### config.mk
export PLATFORM = sky130hd
export DESIGN_NAME = ravenoc_wh_arbiter
export DESIGN_NICKNAME = d
export VERILOG_FILES = /design/src/rtl/ravenoc_wh_arbiter.sv
export SDC_FILE = /design/constraint.sdc
export NUM_CORES = 1
export LEC_CHECK = 0
export CORE_UTILIZATION = 39
export CTS_BUF_LIST = sky130_fd_sc_hd__clkbuf_4
export DETAILED_ROUTE_END_ITERATION = 10
export PLACE_DENSITY_LB_ADDON = 0.12
export RECOVER_POWER = 50
export SYNTH_ARGS = -nofsm -noshare
export SYNTH_HDL_FRONTEND = slang
export SYNTH_SLANG_ARGS = --single-unit
### constraint.sdc
create_clock -name clk -period 4.7 [get_ports clk]
set_clock_uncertainty 0.1 [all_clocks]
set_input_delay 0.47 -clock clk [delete_from_list [all_inputs] [get_ports clk]]
set_output_delay 0.47 -clock clk [all_outputs]
set_load 0.005 [all_outputs]
### src/rtl/ravenoc_wh_arbiter.sv
// ----------------------------------------------------------------------------
// ravenoc_wh_arbiter
// Wormhole output-port arbiter for one RaveNoC router output link.
// Shares the link among NUM_REQ input ports with round-robin fairness. A head
// flit locks the output to its requester until that packet's tail flit has
// been transferred. No flit storage: the grant is combinational from the
// request inputs and the registered arbitration state.
//
// Ports
//   clk          router clock
//   arst         asynchronous reset, active-low
//   req_valid_i  flit valid per input port
//   req_ftype_i  flit type per port (2 bits each): 00 HEAD, 01 BODY,
//                10 TAIL, 11 HEAD_TAIL
//   req_ready_o  flit accepted from port i this cycle
//   out_valid_o  flit presented on the output link
//   out_ready_i  downstream accepts the flit
//   grant_o      one-hot mux select (all-zero when nothing is granted)
//   grant_idx_o  binary index of grant_o (0 when nothing is granted)
//   locked_o     registered: output owned by an in-flight packet
//   err_o        registered one-cycle pulse on a HEAD seen inside a packet
// ----------------------------------------------------------------------------
module ravenoc_wh_arbiter #(
    parameter  int NUM_REQ = 5,
    localparam int IDX_W   = (NUM_REQ > 1) ? $clog2(NUM_REQ) : 1
) (
    input  logic                   clk,
    input  logic                   arst,
    input  logic [NUM_REQ-1:0]     req_valid_i,
    input  logic [2*NUM_REQ-1:0]   req_ftype_i,
    output logic [NUM_REQ-1:0]     req_ready_o,
    output logic                   out_valid_o,
    input  logic                   out_ready_i,
    output logic [NUM_REQ-1:0]     grant_o,
    output logic [IDX_W-1:0]       grant_idx_o,
    output logic                   locked_o,
    output logic                   err_o
);

    localparam logic [1:0] FT_HEAD      = 2'b00;
    localparam logic [1:0] FT_BODY      = 2'b01;
    localparam logic [1:0] FT_TAIL      = 2'b10;
    localparam logic [1:0] FT_HEAD_TAIL = 2'b11;

    localparam logic [IDX_W-1:0] LAST_IDX = IDX_W'(NUM_REQ - 1);
    localparam logic [IDX_W:0]   NUM_EXT  = (IDX_W + 1)'(NUM_REQ);

    typedef enum logic [0:0] {
        ST_IDLE   = 1'b0,
        ST_LOCKED = 1'b1
    } state_e;

    state_e             state_q, state_d;
    logic [IDX_W-1:0]   ptr_q, ptr_d;
    logic [IDX_W-1:0]   owner_q, owner_d;
    logic               err_q, err_d;

    logic [NUM_REQ-1:0] eligible_s;
    logic               win_found_s;
    logic [IDX_W-1:0]   win_idx_s;
    logic               grant_vld_s;
    logic [IDX_W-1:0]   grant_idx_s;
    logic [NUM_REQ-1:0] grant_s;
    logic [1:0]         sel_ftype_s;
    logic               out_valid_s;
    logic               xfer_s;

    // Index of the port after idx, wrapping the last port back to 0.
    function automatic logic [IDX_W-1:0] next_idx(input logic [IDX_W-1:0] idx);
        if (idx == LAST_IDX) begin
            return '0;
        end else begin
            return idx + IDX_W'(1);
        end
    endfunction

    // Only HEAD or HEAD_TAIL flits may open a new packet.
    always_comb begin
        eligible_s = '0;
        for (int i = 0; i < NUM_REQ; i++) begin
            eligible_s[i] = req_valid_i[i] &&
                            ((req_ftype_i[2*i +: 2] == FT_HEAD) ||
                             (req_ftype_i[2*i +: 2] == FT_HEAD_TAIL));
        end
    end

    // Round-robin search starting at ptr_q; first eligible port wins.
    always_comb begin
        logic [IDX_W:0] cand;
        win_found_s = 1'b0;
        win_idx_s   = '0;
        cand        = '0;
        for (int k = 0; k < NUM_REQ; k++) begin
            cand = {1'b0, ptr_q} + (IDX_W + 1)'(k);
            if (cand >= NUM_EXT) begin
                cand = cand - NUM_EXT;
            end else begin
                cand = cand;
            end
            if (!win_found_s && eligible_s[cand[IDX_W-1:0]]) begin
                win_found_s = 1'b1;
                win_idx_s   = cand[IDX_W-1:0];
            end else begin
                win_found_s = win_found_s;
            end
        end
    end

    // While locked the owner keeps the grant even through bubbles.
    always_comb begin
        grant_vld_s = 1'b0;
        grant_idx_s = '0;
        if (state_q == ST_LOCKED) begin
            grant_vld_s = 1'b1;
            grant_idx_s = owner_q;
        end else begin
            grant_vld_s = win_found_s;
            grant_idx_s = win_idx_s;
        end
    end

    // One-hot grant, granted flit type and handshake.
    always_comb begin
        grant_s = '0;
        if (grant_vld_s) begin
            grant_s[grant_idx_s] = 1'b1;
        end else begin
            grant_s = '0;
        end
        sel_ftype_s = req_ftype_i[2*int'(grant_idx_s) +: 2];
        out_valid_s = |(grant_s & req_valid_i);
        xfer_s      = out_valid_s & out_ready_i;
    end

    // Packet lock, pointer advance on completion, protocol-error detection.
    always_comb begin
        state_d = state_q;
        ptr_d   = ptr_q;
        owner_d = owner_q;
        err_d   = 1'b0;
        case (state_q)
            ST_IDLE: begin
                if (xfer_s && (sel_ftype_s == FT_HEAD)) begin
                    state_d = ST_LOCKED;
                    owner_d = grant_idx_s;
                end else if (xfer_s && (sel_ftype_s == FT_HEAD_TAIL)) begin
                    ptr_d = next_idx(grant_idx_s);
                end else begin
                    state_d = ST_IDLE;
                end
            end
            ST_LOCKED: begin
                if (!xfer_s) begin
                    state_d = ST_LOCKED;
                end else begin
                    case (sel_ftype_s)
                        FT_TAIL, FT_HEAD_TAIL: begin
                            state_d = ST_IDLE;
                            ptr_d   = next_idx(owner_q);
                        end
                        // Stray head inside a packet is forwarded as a body flit.
                        FT_HEAD: begin
                            err_d = 1'b1;
                        end
                        FT_BODY: begin
                            state_d = ST_LOCKED;
                        end
                        default: begin
                            state_d = ST_LOCKED;
                        end
                    endcase
                end
            end
            default: begin
                state_d = ST_IDLE;
                ptr_d   = '0;
                owner_d = '0;
            end
        endcase
    end

    // Arbitration state registers; reset abandons any in-flight packet.
    always_ff @(posedge clk or negedge arst) begin
        if (!arst) begin
            state_q <= ST_IDLE;
            ptr_q   <= '0;
            owner_q <= '0;
            err_q   <= 1'b0;
        end else begin
            state_q <= state_d;
            ptr_q   <= ptr_d;
            owner_q <= owner_d;
            err_q   <= err_d;
        end
    end

    assign grant_o     = grant_s;
    assign grant_idx_o = grant_idx_s;
    assign out_valid_o = out_valid_s;
    assign req_ready_o = grant_s & {NUM_REQ{out_ready_i}};
    assign locked_o    = (state_q == ST_LOCKED);
    assign err_o       = err_q;

endmodule

==> flow_summary.yaml <==
outcome:
  status: "complete, but fails checks"
  violations: "negative setup slack"
finish:
  final_area_sq_mm: 0.00276
  multi_input_area_sq_mm: 0.00173
  layout_common_cells: "buf_4, clkdlybuf4s50_1, nand2_1, nor2_1"
  num_antenna_cells: 0
  drive_gt1_frac: 0.368
  nFillCells: 359
  ff_latch_area_sq_um: 201
  final_common_cell: "buf_4"
  final_core_util: 0.633
  finalNonFillerCells: 348
  syn_to_final_growth_pct: 56.2
  final_nets: 329
critical_path:
  cp_top_family: "compound AO/OA/AOI/OAI gates"
  end_kind: "output port"
  crit_slowest_cell: "a2111o_1"
  cp.arrival_ns: 4.13
  worst_path_largest_cell_delay_ns: 0.48
  cp.required_ns: 4.13
  reg2reg_slack_ns: 0.10
  worstPathMaxFanout: 5
  cp-start-kind: "flip-flop"
  worstPathCellList: "inv_2, buf_4, ha_2, inv_1, or3_1, a2111o_1, o221ai_2, and4bb_4, a311o_1, a221oi_4, buf_6, mux2_1, a32oi_1, o21ai_2, dlygate4sd2_1"
  cp_num_buf_inv: 5
  path_class: "reg2out"
timing:
  worst_pin_slew_ns: 0.714
  setup_ws_ns: -0.00440
  final_hold_viol_count: 0
  relSlewSlack: 0.524
  rsz0062_at_grt: "yes"
  period_minus_slack_ns: 4.70
  min_period_over_period: 1.00
  tns_ns: -0.00440
  maxSlewViolCount: 0
  timing.fmax_mhz: 213
  finalSetupViolCount: 1
detailed_routing:
  drt_iter0_drc: 227
  drcViolationCount: 0
  ant_nets: 0
  post_drt_wl_per_cell_um: 17.1
  drt_first_pass_iters: 4
  via_per_inst: 5.97
  vias: 2076
  routed_wl_um: 5950
global_route:
  gr-total-overflow: 0
  grt_pass1_wl_um: 9580
  antenna_found_initial: 0
  grt_max_degree: 16
  grt_pass1_vias: 1986
  grt_usage: 0.240
clocking:
  cts_tree: "built"
  h-tree-depth: 1
  clk_path_buf_depth: 2
  root_buffer: "clkbuf_4"
  clk_pin_slew_ns: 0.05
  cts_inserted_buffers: 3
  cts_sinks: 8
  insertion_delay_ns: 0.25
die:
  core_region_area_sq_mm: 0.00435
  ioPinCount: 34
  dieArea_sq_mm: 0.00480
  dieWidth_um: 69.3
  initial_utilization: 0.405
  die_h_um: 69.3
  row_count: 24
yosys:
  synth_nets: 258
  netlist_top_cells_area: "dfrtp_1, ha_1, xnor2_1"
  synthCells: 227
  ys_types: 72
  yosysTopAreaCellShare: 0.113
  synth-edff-count: 0
  yosysWarningCount: 0
  seq_area_frac_synth: 0.113
  async_reset_ff_frac: 1.00
  avgSynthCellArea_sq_um: 7.77
  ys.flop_type: "dfrtp_1"
  yosysTopAreaCell: "dfrtp_1"
  syn_area_sq_mm: 0.00176
  ys_seq_elements: 8
placement:
  gp_congestion: 0.954
  port_buffers: 33
  place_inst: 331
  hpwl_um: 4430
  placed_area_sq_mm: 0.00232
job:
  maxCapViolations: 0
hold_path:
  hp-class: "in2async"
[final cells by class]
| type | instances | area share |
|---|---|---|
| multi-input combinational | 196 | 0.627 |
| clock buffer | 3 | 0.00817 |
| tap | 52 | 0.0236 |
| timing repair buffer | 75 | 0.243 |
| sequential | 8 | 0.0731 |
| inverter | 14 | 0.0254 |
[cell families after synthesis]
| group | synth area share |
|---|---|
| simple gates | 0.284 |
| compound gates | 0.296 |
| flops | 0.113 |
| fa+ha+maj | 0.0965 |
| buf+inv | 0.0681 |
| xor+xnor | 0.0546 |
| mux | 0.0872 |
[layer usage]
metal | up-vias | GRT usage | share of wire
met5 | - | 0 | 0
li1 | 1007 | - | -
met3 | 12 | 0.0320 | 0.037
met2 | 60 | 0.400 | 0.49
met4 | 0 | 0.0567 | 0.020
met1 | 997 | 0.326 | 0.45
[stage by stage]
stage	setup slack, ns	hold slack, ns
floorplan	0.0590	0.0744
global placement	0.0261	0.444
detailed placement	-0.0249	0.441
CTS	-0.00279	0.400
global route	-0.161	0.482
finish	-0.00440	0.456
[registers in the layout (all words and copies together), names as in the netlist]
signal,count
err_o,1
locked_o,1
owner_q,3
ptr_q,3
[path summary, 6_finish.rpt]
path                                  from          end  depth (start not counted)
worst min register to register  owner_q[2]   owner_q[2]                          1
worst max register to register    ptr_q[0]   owner_q[2]                         16
max in group asynchronous             arst     ptr_q[1]                          1
worst max-delay path              ptr_q[0]  out_valid_o                         15
worst min-delay path                  arst   owner_q[1]                          1
min in group clk                owner_q[2]   owner_q[2]                          1
[Yosys cell counts (4+ instances only)]
| library cell | number |
|---|---|
| clkbuf_1 | 4 |
| nor2_1 | 15 |
| nand2_1 | 15 |
| dfrtp_1 | 8 |
| a21oi_1 | 14 |
| ha_1 | 12 |
| and2_1 | 5 |
| nand2b_1 | 5 |
| inv_1 | 11 |
| nor3_1 | 13 |
| a31oi_1 | 7 |
| nor4_1 | 4 |
| mux2_2 | 5 |
| mux2i_1 | 6 |
| nand3_1 | 9 |
| xnor2_1 | 10 |
[repair_timing]
item,4_1_cts,5_1_grt
resized for setup,18,49
hold buffers,0,0
endpoints found under the setup margin,10,17
buffers inserted,4,10
gates cloned,0,0
pin swaps,4,8
Power is not shown: default switching activity piles up to over one toggle a cycle in this logic, so the estimate is an artifact.
